[src/rtl/car_sequencer.sv]
// car_sequencer: drives the active-low gate sensors SD1/SD2 through the
// four-phase pattern of one car entering (dir 0) or leaving (dir 1).
//
// Handshake: a request is accepted on any rising edge where req_valid and
// req_ready are both high. req_ready is high only in IDLE. req_dir and
// req_dwell are sampled only on that edge. While busy, req_valid is ignored
// and nothing is queued.
module car_sequencer #(
  parameter int DWELL_W = 16,
  parameter int GAP_CYC = 4
) (
  input  logic               clk,
  input  logic               rst,
  input  logic               req_valid,
  input  logic               req_dir,
  input  logic [DWELL_W-1:0] req_dwell,
  output logic               req_ready,
  input  logic               abort,
  output logic               SD1,
  output logic               SD2,
  output logic               busy,
  output logic               done,
  output logic               done_dir,
  output logic               aborted
);

  typedef enum logic [2:0] {
    IDLE = 3'd0,
    P1   = 3'd1,
    P2   = 3'd2,
    P3   = 3'd3,
    GAP  = 3'd4
  } state_t;

  state_t             state;
  logic [DWELL_W-1:0] cnt;
  logic [DWELL_W-1:0] dwell_q;
  logic               dir_q;
  logic               aborting;

  localparam logic [DWELL_W-1:0] GAP_LOAD = DWELL_W'(GAP_CYC - 1);

  // Sequencer FSM: state, dwell counter and all registered outputs together.
  // Phase lengths come from a down-counter that runs dwell..0, so the
  // all-ones dwell gives 2^DWELL_W cycles without ever wrapping.
  always_ff @(posedge clk) begin
    if (rst) begin
      state     <= IDLE;
      cnt       <= '0;
      dwell_q   <= '0;
      dir_q     <= 1'b0;
      aborting  <= 1'b0;
      SD1       <= 1'b1;
      SD2       <= 1'b1;
      req_ready <= 1'b1;
      busy      <= 1'b0;
      done      <= 1'b0;
      done_dir  <= 1'b0;
      aborted   <= 1'b0;
    end else begin
      done    <= 1'b0;
      aborted <= 1'b0;
      case (state)
        IDLE: begin
          if (req_valid && req_ready) begin
            state     <= P1;
            dir_q     <= req_dir;
            dwell_q   <= req_dwell;
            cnt       <= req_dwell;
            aborting  <= 1'b0;
            req_ready <= 1'b0;
            busy      <= 1'b1;
            // P1: only the sensor on the approach side is covered.
            SD1       <= req_dir;
            SD2       <= ~req_dir;
          end
        end
        P1, P2, P3: begin
          if (abort) begin
            // Car backs out: release both sensors and still run a full gap.
            state    <= GAP;
            cnt      <= GAP_LOAD;
            aborting <= 1'b1;
            SD1      <= 1'b1;
            SD2      <= 1'b1;
          end else if (cnt == '0) begin
            if (state == P1) begin
              state <= P2;
              cnt   <= dwell_q;
              SD1   <= 1'b0;
              SD2   <= 1'b0;
            end else if (state == P2) begin
              state <= P3;
              cnt   <= dwell_q;
              SD1   <= ~dir_q;
              SD2   <= dir_q;
            end else begin
              state <= GAP;
              cnt   <= GAP_LOAD;
              SD1   <= 1'b1;
              SD2   <= 1'b1;
            end
          end else begin
            cnt <= cnt - 1'b1;
          end
        end
        GAP: begin
          if (cnt == '0) begin
            state     <= IDLE;
            req_ready <= 1'b1;
            busy      <= 1'b0;
            if (aborting) begin
              aborted <= 1'b1;
            end else begin
              done     <= 1'b1;
              done_dir <= dir_q;
            end
          end else begin
            cnt <= cnt - 1'b1;
          end
        end
        default: begin
          state     <= IDLE;
          req_ready <= 1'b1;
          busy      <= 1'b0;
          SD1       <= 1'b1;
          SD2       <= 1'b1;
        end
      endcase
    end
  end

endmodule

[config.mk]
export PLATFORM = sky130hd
export DESIGN_NAME = car_sequencer
export DESIGN_NICKNAME = d
export VERILOG_FILES = /design/src/rtl/car_sequencer.sv
export SDC_FILE = /design/constraint.sdc
export NUM_CORES = 1
export LEC_CHECK = 0
export ABC_CLOCK_PERIOD_IN_PS = 3400
export CORE_ASPECT_RATIO = 0.8
export CORE_MARGIN = 4
export CORE_UTILIZATION = 50
export DETAILED_ROUTE_END_ITERATION = 10
export DONT_BUFFER_PORTS = 1
export PLACE_DENSITY = 0.64
export SYNTH_ARGS = -nofsm -noshare
export SYNTH_HDL_FRONTEND = slang
export SYNTH_SLANG_ARGS = --single-unit
export TNS_END_PERCENT = 1
[constraint.sdc]
create_clock -name clk -period 3.4 [get_ports clk]
set_input_delay 0.34 -clock clk [delete_from_list [all_inputs] [get_ports clk]]
set_output_delay 0.34 -clock clk [all_outputs]
set_load 0.01 [all_outputs]
Word level (Yosys, flattened, before mapping)
Cells that the tools add are included.
Widths: inputs -> output; s select.
- output and inout port bits: 7
- bits in read-only memories: 0
- word-level logic and storage cells: 78
- register bits: 44
- bits in latches: 0
- memories kept: 0
- memory bits (writable): 0
- bitwise logic cells: 6
- $add $sub $neg: 1
- reductions and logical operators: 14
- div/mod/pow operators: 0
- muxes and demuxes: 36
- magnitude comparators: 0
- equal/unequal tests: 9
- multipliers: 0
- shift operators: 0
- operators with widths (cell ; number):
    $mux 16 ; 6
    $pmux 16 s3 ; 1
    $mux 3 ; 6
    $reduce_and 3->1 ; 6
    $mux 1 ; 17
    $logic_not 16->1 ; 1
    $sub 16x1->16 const B ; 1
    $pmux 1 s3 ; 4
    $pmux 3 s3 ; 1
    $ne 2x2->1 const B ; 4
    $eq 3x2->1 const B ; 2
    $not 1->1 ; 6
    $reduce_or 3->1 ; 2
    $eq 3x1->1 const B ; 1
    $eq 3x3->1 const B ; 1
    $logic_not 3->1 ; 1
    $ne 3x3->1 const B ; 1
    $reduce_bool 3->1 ; 1
    $pmux 1 s2 ; 1
    $reduce_and 2->1 ; 1
    $reduce_bool 2->1 ; 1
    $logic_and 1x1->1 ; 1

Logic depth before layout (Yosys ltp)
- word-level depth: 6
- gate-level depth with buffers: 8

Worst setup path after synthesis
No wires, ideal clock.
- path kind: flip-flop to flip-flop
- start point: register cnt[0]
- end point: register cnt[5]
- slack: 1.265 ns
- cell stages (with the launch flop): 9
- arrival: 2.017 ns
- path through: dfxtp_1 > inv_1 > ha_1 > nor3b_2 > and4_1 > a21oi_1 > buf_6 > a221o_1 > a32o_1
- word-level cells in the longest chain between the ends: 4
- elaborated cells between the ends (all ways): 8
- those cells by class: add/sub: 1; eq/ne: 1; mux: 4; reduce/logical: 2
- ends and longest elaborated chain (element ; line ; RTL):
    start: declaration ; 36 ; logic [DWELL_W-1:0] cnt;
    start signal: assignment ; 69 ; cnt <= req_dwell;
    start signal: assignment ; 89 ; cnt <= dwell_q;
    start signal: assignment ; 94 ; cnt <= dwell_q;
    $sub 16x1->16 / $logic_not 16->1 (equally long branches) ; -- ;
    $mux 16 ; 86 ; end else if (cnt == '0) begin
    $mux 16 ; 79 ; if (abort) begin
    $pmux 16 s3 ; 63 ; case (state)
Parallel ways exist; a longest one is shown, timed or not. The select of a mux whose other input is x is not followed.
A chain may end at the register's enable or synchronous reset.

Worst setup path after layout
- start point: register cnt[10]
- end point: register cnt[6]
- word-level cells in the longest chain between the ends: 4
- elaborated cells between the ends (all ways): 6
- those cells by class: eq/ne: 1; mux: 3; reduce/logical: 2
- ends and longest elaborated chain (element ; line):
    $logic_not 16->1 * ; 86, 108
    $mux 16 ; 86
    $mux 16 ; 79
    $pmux 16 s3 ; 63
Every way passes the cells marked *; elsewhere a longest branch is shown, timed or not.

==> impl_results.md <==
- Status: finished, final reports clean
- Worst-path clk slew: roughly 80 ps
- Global-route wire length before repair: between 9 and 10 mm
- Max Cap Violations: 0
- Vias: roughly 2,200
- Bufs on Longest Clock Path: 2
- Total global routing overflow: 0
- Num Clock Sinks: 44
- Synthesized Nets: 327
- Setup crit end kind: flip-flop
- Most common cell in the netlist: nand2_1
- # diodes: 0
- R2r setup slk: ~670 ps
- Final wirelength: 6.039 mm
- Syn Inst Count: between 300 and 400
- Worst Max-Slew Pin Slew: a little under 1000 ps
- EDFF count, synth: 0
- Final Worst Setup Slack: roughly 670 ps
- Pre-CTS setup slack: between 600 and 700 ps
- Final Max Tran Viols: 0
- Final hold violations: 0
- Syn Std Cell Area: about 2400 sq um
- Total track usage: between 20 and 25%
- PD cells: roughly 620 nW/um^2
- CTS tree: done
- Kind of critical path: reg -> reg
- RSZ-0062 raised after global routing: false
- Leak Pwr: a little under 0.0009 uW
- Setup violations, final: 0
- Peak Freq: ~370 MHz
- Final worst path period share: between 80% and 90%
- Worst hold stages: 1
- Share of the synthesized area in the top cell type: a little under two fifths
- Dominant cell type by area after synthesis: dfxtp_1
- Hold_sp: rst
- Synth Warn #: 0
- Starting DRT DRC Count: between 150 and 200
- Count of cell types in the netlist: 49
- Nets: between 300 and 400
- # fillers: roughly 460
- Die ar.: slightly below 6000 sq um
- Cts repair resizes: 0
- Top cells by count, synth: nand2_1, dfxtp_1, a21oi_1, nor2_1, clkbuf_1
- Antenna violations before repair: 0
- Root buffer cell: clkbuf_8
- CP required: around 3600 ps
- Register area share after synthesis: approximately 37%
- CTS hold repair buffers: 0
- Via/cell ratio: roughly 6.1
- Post-route DRC: 0
- Reg area: 880.8 sq um
- CP max FO: 12
- CTS Buf Count: 5
- Initial cell density of the core: around 50%
- Tot Pwr: about 1500 uW
- Layout cells sized above 1: around 7.3%
- Post-DP HPWL: about 4.2 mm
- GPL Wtd Cong: 0.8676
- # IOs: 28
- Hold path endpoint: aborting
- Reg2reg path depth: 5
- Vias in the first global route: 1,924
- Wire per inst: 16.78 microns
- CP arrival: around 2900 ps
- Die width: around 85 microns
- Area delta synth->final: 5.851%
- Flop and latch count out of synthesis: 44
- Setup crit start kind: flip-flop
- Core Area: between 4000 and 5000 sq um
- Crit Reg-Reg Startpoint: cnt[10]
- Syn Area/Cell: about 7.7 sq um
- Die Ht: about 69 microns
- Async S/R FF share, synth: 0%
- Hold Path Class: in -> reg
- Post-CTS Repair Setup Buffers: 0
- Row Count: 22
- Crit path time final: roughly 2700 ps
- Clk_lat worst skew: just under 300 ps
- Largest cells by area after synthesis: dfxtp_1, a21oi_1, nand2_1
- Clock Skews: slightly below 4 ps
- H-tree depth: 2
- Slew headroom: between 30% and 40%
- Detailed Routing Iterations Pass 1: 5
- Final ANT Viol Nets: 0
- Setup TNS: 0 ps
- Post-synth top flop: dfxtp_1
- Port buffer count: 0
- Area of the multi-input gates: between 1000 and 1500 sq um
- Max VDD drop: roughly 290 uV
- Pin count of the biggest net entering global routing: 43
- FF-to-FF End: cnt[6]
report_power, final:
group | total (uW) | switching (uW) | internal, uW
registers | 671 | 86.1 | 585
clock network | 347 | 182 | 165
logic | 527 | 313 | 214
total | 1550 | 581 | 964
registers in the layout, indices dropped and copies added, names as in the netlist:
name	cells
cnt	16
dwell_q	16
state	3
SD1	1
SD2	1
aborted	1
aborting	1
busy	1
dir_q	1
done	1
done_dir	1
req_ready	1
cells by family after synthesis:
group | after synthesis | share of synthesized area (%)
compound gates | 90 | 24.31
xor+xnor | 12 | 4.468
fa+ha+maj | 1 | 0.5318
buf+inv | 27 | 4.894
flops | 44 | 37.45
mux | 1 | 0.4255
simple gates | 130 | 27.93
final cells by class:
class | instances | area share (%)
multi-input cells | 234 | 54.67
flip-flops and latches | 44 | 35.38
clock buffers | 7 | 3.467
well taps | 60 | 3.015
repair buffers | 7 | 2.111
inverters | 7 | 1.055
clock inverters | 1 | 0.3015
per-stage QoR:
step	utilization [%]	hold slack [ps]	cells	cell area, sq um
floorplan	-	433.2	305	2352
global placement	52.44	413.8	352	2396
detailed placement	52.44	414.5	352	2396
CTS	54.49	91.24	360	2490
global route	54.49	86.43	360	2490
finish	54.49	103.1	360	2490
how the worst max path moves through the flow:
stage | from | to | depth (start not counted)
final | cnt[10] | cnt[6] | 5
after global routing | cnt[10] | cnt[6] | 5
after detailed placement | cnt[10] | cnt[6] | 5
after global placement | cnt[10] | cnt[6] | 5
after floorplan | cnt[0] | cnt[5] | 8
after CTS | cnt[10] | cnt[6] | 5
layer usage:
metal / global-route usage, % / wire length [microns] / part of all wire, % / vias to the layer above
met5: 0 / 0 / 0 / -
met3: 4.988 / 412 / 6.8 / 4
met1: 31.92 / 3016 / 50 / 1027
met2: 28.50 / 2576 / 43 / 75
li1: - / - / - / 1100
met4: 5.272 / 34 / 0.56 / 0
critical path, stage by stage (launching register included):
cell and delay (ps):
dfxtp_1 360, nor4_1 640, and4_1 560, a21oi_1 390
a221o_1 420, a32o_1 250
placed cells by master (no fill, tap or decap), types with 4 or more instances in the layout:
| master | netlist | routed |
|---|---|---|
| a21oi_1 | 38 | 38 |
| nor3_1 | 11 | 10 |
| nor2_1 | 30 | 30 |
| a31oi_1 | 4 | 4 |
| o21ai_0 | 14 | 14 |
| dfxtp_1 | 44 | 44 |
| buf_4 | 1 | 7 |
| nand2_1 | 47 | 47 |
| clkbuf_8 | 0 | 6 |
| a221oi_1 | 10 | 10 |
| nand2b_1 | 4 | 4 |
| inv_1 | 7 | 7 |
| nor4_1 | 13 | 13 |
| nand4_1 | 4 | 4 |
| xnor2_1 | 9 | 9 |
Note: power is estimated with default switching activity, not from simulation.
